## config.mk

```make
export PLATFORM = sky130hd
export DESIGN_NAME = spike_encoder
export DESIGN_NICKNAME = d
export VERILOG_FILES = /design/src/rtl/spike_enc_pkg.sv /design/src/rtl/spike_encoder_lfsr16.sv /design/src/rtl/spike_encoder.sv
export SDC_FILE = /design/constraint.sdc
export NUM_CORES = 1
export LEC_CHECK = 0
export ABC_AREA = 1
export CORE_MARGIN = 2
export CORE_UTILIZATION = 45
export CTS_BUF_LIST = sky130_fd_sc_hd__clkbuf_8 sky130_fd_sc_hd__clkbuf_16
export DETAILED_ROUTE_END_ITERATION = 6
export PLACE_DENSITY = 0.66
export SYNTH_ARGS = -nofsm -noshare
export SYNTH_HDL_FRONTEND = slang
export SYNTH_SLANG_ARGS = --single-unit
```

## constraint.sdc

```tcl
create_clock -name clk -period 3.15 [get_ports clk]
set_clock_uncertainty 0.2 [all_clocks]
set_input_delay 0.63 -clock clk [delete_from_list [all_inputs] [get_ports clk]]
set_output_delay 0.63 -clock clk [all_outputs]
set_load 0.005 [all_outputs]
```

## src/rtl/spike_enc_pkg.sv

```systemverilog
// ---------------------------------------------------------------------------
// spike_enc_pkg
// Shared definitions for the spike encoder slice:
//   enc_state_t  - encoder FSM states (IDLE, ENCODE)
//   LFSR_TAPS    - tap mask for x^16 + x^14 + x^13 + x^11 + 1
//   DEFAULT_SEED - power-on value of the stochastic-mode LFSR
// ---------------------------------------------------------------------------
package spike_enc_pkg;

  typedef enum logic {
    IDLE   = 1'b0,
    ENCODE = 1'b1
  } enc_state_t;

  // Bits 15, 13, 12 and 10 correspond to the x^16, x^14, x^13 and x^11 terms.
  localparam logic [15:0] LFSR_TAPS    = 16'hB400;
  localparam logic [15:0] DEFAULT_SEED = 16'hACE1;

endpackage

```

## src/rtl/spike_encoder_lfsr16.sv

```systemverilog
// ---------------------------------------------------------------------------
// lfsr16
// 16-bit Fibonacci LFSR used as the random source for stochastic rate coding.
// Only instantiated when SPIKE_ENCODER_LFSR_EN is defined.
// Parameters:
//   SEED      - value loaded by load_seed (must be nonzero)
// Ports:
//   clk       - clock, all updates on the rising edge
//   enable    - advance the sequence by one step
//   load_seed - reload SEED (has priority over enable)
//   lfsr      - current register contents
// ---------------------------------------------------------------------------
module lfsr16
  import spike_enc_pkg::*;
#(
  parameter logic [15:0] SEED = DEFAULT_SEED
) (
  input  logic        clk,
  input  logic        enable,
  input  logic        load_seed,
  output logic [15:0] lfsr
);

  // Shift left, feeding the XOR of the tapped bits into bit 0.
  always_ff @(posedge clk) begin
    if (load_seed) begin
      lfsr <= SEED;
    end else if (enable) begin
      lfsr <= {lfsr[14:0], ^(lfsr & LFSR_TAPS)};
    end
  end

endmodule

```

## src/rtl/spike_encoder.sv

```systemverilog
// ---------------------------------------------------------------------------
// spike_encoder
// Rate-codes an 8-bit stimulus intensity into a spike train over a window of
// WINDOW ticks. Deterministic mode uses an 8-bit phase accumulator whose
// carry-out fires a spike; defining SPIKE_ENCODER_LFSR_EN switches to
// stochastic mode, where a spike fires when the low LFSR byte is below the
// intensity.
// Parameters:
//   WINDOW    - ticks per accepted sample (2..255)
//   REFRACT   - cycles of spike suppression after each spike (0..15)
//   LFSR_SEED - LFSR reset value (stochastic mode only)
// Ports:
//   clk         - clock
//   rst         - synchronous active-high reset
//   s_valid     - stimulus sample valid
//   s_intensity - stimulus intensity (0 silent, 255 maximum rate)
//   s_ready     - encoder can accept a sample
//   spike_out   - registered spike train
//   busy        - high while encoding a window
//   window_done - pulse coinciding with the last spike slot of a window
//   spike_count - spikes emitted in the current or most recent window
// ---------------------------------------------------------------------------
module spike_encoder
  import spike_enc_pkg::*;
#(
  parameter int          WINDOW    = 16,
  parameter int          REFRACT   = 0,
  parameter logic [15:0] LFSR_SEED = DEFAULT_SEED
) (
  input  logic       clk,
  input  logic       rst,
  input  logic       s_valid,
  input  logic [7:0] s_intensity,
  output logic       s_ready,
  output logic       spike_out,
  output logic       busy,
  output logic       window_done,
  output logic [7:0] spike_count
);

  localparam logic [7:0] LAST_K    = 8'(WINDOW - 1);
  localparam logic [3:0] REFRACT_L = 4'(REFRACT);

  enc_state_t state_q, state_d;
  logic [7:0] k_q;
  logic [7:0] acc_q;
  logic [7:0] acc_next;
  logic [3:0] rc_q;
  logic [7:0] intensity_q;
  logic       last_tick;
  logic       accept;
  logic       fire;
  logic       tick_fire;

`ifdef SPIKE_ENCODER_LFSR_EN
  logic [15:0] lfsr_q;

  // The sequence advances once per ENCODE cycle and restarts from the seed on
  // reset, so a run after reset reproduces the same spike pattern.
  lfsr16 #(
    .SEED (LFSR_SEED)
  ) u_lfsr (
    .clk       (clk),
    .enable    (busy),
    .load_seed (rst),
    .lfsr      (lfsr_q)
  );

  // Stochastic rule: probability of a spike per tick is roughly I/256.
  always_comb begin
    acc_next = acc_q + intensity_q;
    fire     = (lfsr_q[7:0] < intensity_q) && (rc_q == 4'd0);
  end
`else
  logic [8:0] sum;

  // Deterministic rule: the accumulator carry-out is the spike, so I/256 of
  // the ticks fire, evenly spaced.
  always_comb begin
    sum      = {1'b0, acc_q} + {1'b0, intensity_q};
    acc_next = sum[7:0];
    fire     = sum[8] && (rc_q == 4'd0);
  end
`endif

  // Handshake and next-state logic. A new sample can be taken on the last
  // tick of a window, which restarts ENCODE without an idle bubble.
  always_comb begin
    last_tick = (k_q == LAST_K);
    busy      = (state_q == ENCODE);
    s_ready   = (state_q == IDLE) || ((state_q == ENCODE) && last_tick);
    accept    = s_valid && s_ready;
    tick_fire = busy && fire;
    state_d   = state_q;
    case (state_q)
      IDLE: begin
        if (accept) state_d = ENCODE;
      end
      ENCODE: begin
        if (last_tick) state_d = accept ? ENCODE : IDLE;
      end
      default: state_d = IDLE;
    endcase
  end

  // State register.
  always_ff @(posedge clk) begin
    if (rst) begin
      state_q <= IDLE;
    end else begin
      state_q <= state_d;
    end
  end

  // Datapath. spike_count follows spike_out: it restarts on the k==0 tick
  // rather than on the accepting edge, so that during a back-to-back restart
  // the final spike of the old window is still counted when window_done is
  // shown. A sample accepted from IDLE clears it immediately.
  always_ff @(posedge clk) begin
    if (rst) begin
      k_q         <= 8'd0;
      acc_q       <= 8'd0;
      rc_q        <= 4'd0;
      intensity_q <= 8'd0;
      spike_out   <= 1'b0;
      window_done <= 1'b0;
      spike_count <= 8'd0;
    end else begin
      spike_out   <= tick_fire;
      window_done <= busy && last_tick;

      if (busy) begin
        k_q   <= k_q + 8'd1;
        acc_q <= acc_next;
        if (k_q == 8'd0) begin
          spike_count <= {7'd0, tick_fire};
        end else if (tick_fire && (spike_count != 8'hFF)) begin
          spike_count <= spike_count + 8'd1;
        end
      end

      // A suppressed overflow is simply lost; the accumulator still wraps.
      if (tick_fire) begin
        rc_q <= REFRACT_L;
      end else if (busy && (rc_q != 4'd0)) begin
        rc_q <= rc_q - 4'd1;
      end

      if (accept) begin
        intensity_q <= s_intensity;
        acc_q       <= 8'd0;
        k_q         <= 8'd0;
        rc_q        <= 4'd0;
        if (state_q == IDLE) spike_count <= 8'd0;
      end
    end
  end

endmodule
```

==> run metrics <==
status=completed; switch share=25.8%; Post-synth EDFFs=0; Slew headroom=69.7%; Critical Path Fanout Max=3; synthesis-stage register bit count=39; critical path class=reg -> out; Cells after Synth=270; worst hold-check path type=reg -> reg; ys flop type=dfxtp_1; Slew @ Worst Pin=~0.45 ns; io pins=23; drt initial violations=57; WP buf/inv=1; Post-Syn Area=between 2000 and 2500 µm²; htree depth=2; first-pass GRT wire length=6.73 mm; Critical Path RT=2.32 ns; critical path startpoint category=flop; Avg Cell Area, Syn=7.50 µm²; minimum clock period after layout=2.59 ns; clock network power share=36.3%; post-CTS resize count=0; Die ar.=5050 µm²; Post-CTS Hold Fix Bufs=0; starting density of the core=a little under half; initial antenna violation count=0; Max Fclk=386 MHz; Util after Layout=around 55%; CP Capture Type=output port; Chip Height=~70 µm; Final Wtd Congestion=0.784; Leak=1.00 nW; vias per cell=4.93; core footprint=between 4000 and 5000 µm²; DR vias=1,725; worst skew pair latency=approximately 0.30 ns; maxcap violations=0; Die Wd=71.1 µm; RSZ-0062 raised after global routing=false; Netlist cell types=33; Routed wire per std cell=11.2 µm; fraction of layout cells with a size suffix above 1=about 7.7%; leading area contributor after synthesis=dfxtp_1; WP data arrival=between 1.5 and 2 ns; Pre-antenna DRT Iters=4; count of final hold-check violations=0; delay-heaviest family, CP=buffers and inverters; TNS Setup=0 ns; Sequential Power Share=51.1%; Synth Net Count=between 200 and 300; Area Overhead vs Synth=18.5%; worst-path cell chain=ha_1, nand3_1, o21ai_2, clkdlybuf4s50_1; port bufs=22; P_sw=roughly 260 µW; asr flop ratio synth=0%; Crit path largest cell delay=~0.54 ns; final count of negative-setup-slack endpoints=0; maximum vdd ir drop=249 µV; Logic pwr share=12.6%; Final Cycle Share=82.2%; fin nets=between 300 and 400; vias in the first global route=roughly 1,600; global-route usage over all layers=17.1%; Slew Limit Fails=0; CTS tree=done; Critical-path top delay cell=clkdlybuf4s50_1; antenna cells=0; DP HPWL=~2.9 mm; DR DRC count=0; final wirelength=3.94 mm; Clock transition at path regs=roughly 0.070 ns; DP Worst Slack=between 0.7 and 0.8 ns; Site Rows=24; power per cell area=428 nW/µm²; sequential fraction of the synthesis area=38.6%; Synth Warn #=0; top cells by count, synth=nand2_1, nor2_1, dfxtp_1; setup bufs post-CTS=0; Detail Route Antenna Nets=0; Worst Setup Slack, final=0.560 ns; total CTS buffers=5; overall power=~1 mW; internal power=761 µW; Synth area leaders=dfxtp_1, nand2_1, nor2_1; CTS max path bufs=2; CTS Root Cell=clkbuf_8; clock tree sinks=39; Yosys top cell area share=38.6%; pin count of the biggest net entering global routing=19; Overflow after GRT=0
==> cell families (layout without fill, tap and decap cells) <==
group | count (synthesis) | count (layout) | share of synthesized area (%)
xor gates and xnor gates | 10 | 10 | 4.33
DFF | 39 | 39 | 38.6
adders and majority gates | 13 | 13 | 8.41
buffers and inverters | 34 | 62 | 7.17
and+or+nand+nor | 127 | 127 | 29.2
AOI/OAI and AO/OA | 47 | 47 | 12.4
==> worst register-to-register path, stage by stage, from the launching register on <==
cell and delay [ns]:
dfxtp_1 0.61, buf_4 0.31, nand2_1 0.11, nor3b_2 0.19
nand2_1 0.10, nor2_2 0.12, nand3_1 0.10, o21ai_0 0.15
a21oi_1 0.05
==> metal layers <==
layer | GRT usage, % | part of all wire, % | up-vias
met4 | 7.55 | 1.9 | 0
li1 | - | - | 934
met1 | 19.4 | 47 | 764
met2 | 29.5 | 48 | 20
met3 | 5.13 | 3.6 | 7
met5 | 0 | 0 | -
==> flip-flops by register name, indices dropped and copies added (netlist names) <==
register	cells
acc_q	8
busy	1
intensity_q	8
k_q	8
rc_q	4
spike_count	8
spike_out	1
window_done	1
==> worst paths after layout <==
check                        start                     to  slack [ns]  cells after the start
min reg2reg  acc_q[0]$_SDFFE_PP0P_  acc_q[0]$_SDFFE_PP0P_        0.27                      2
min          acc_q[0]$_SDFFE_PP0P_  acc_q[0]$_SDFFE_PP0P_        0.27                      2
max            k_q[0]$_SDFFE_PP0P_                s_ready        0.56                      4
max reg2reg        busy$_SDFF_PP0_    k_q[7]$_SDFFE_PP0P_        1.09                      8
==> stage by stage <==
stage	cells	hold slack, ns	area (µm²)
floorplan	270	0.242	2020
global placement	342	0.256	2300
detailed placement	342	0.264	2300
CTS	350	0.274	2400
global route	350	0.305	2400
finish	350	0.271	2400
==> power by group through the flow <==
stage                     sequential (mW)  clock, mW  combinational (mW)
after floorplan                     0.531          0              0.0949
after detailed placement            0.536          0               0.131
after global placement              0.535          0               0.129
after global routing                0.526      0.406               0.148
final                               0.524      0.372               0.129
after CTS                           0.524      0.385               0.132
==> placed cells by master (no fill, tap or decap), drive strengths merged <==
cell           Yosys  routed
a21oi             23      23
nor3               4       4
nand2             47      47
inv               30      31
nor3b              2       2
xnor2              4       4
o211ai             1       1
ha                12      12
a21o               1       1
nor2              51      51
clkbuf             2       7
a211oi             1       1
clkinv             1       1
nand3             17      17
dfxtp             39      39
nand4              4       4
xor2               6       6
o21ai             19      19
o21a               1       1
clkdlybuf4s50      0      22
nor4               1       1
fa                 1       1
or2                1       1
o22ai              1       1
buf                1       1
==> layout make-up <==
type | instances | area (µm²)
inverters | 31 | 126
clock inverters | 1 | 3.75
multi-input cells | 197 | 1100
fillers | 427 | 1960
flip-flops and latches | 39 | 781
well taps | 52 | 65.1
clock buffers | 7 | 96.3
repair buffers | 23 | 228
No activity file was read; power rests on OpenSTA's default activity.
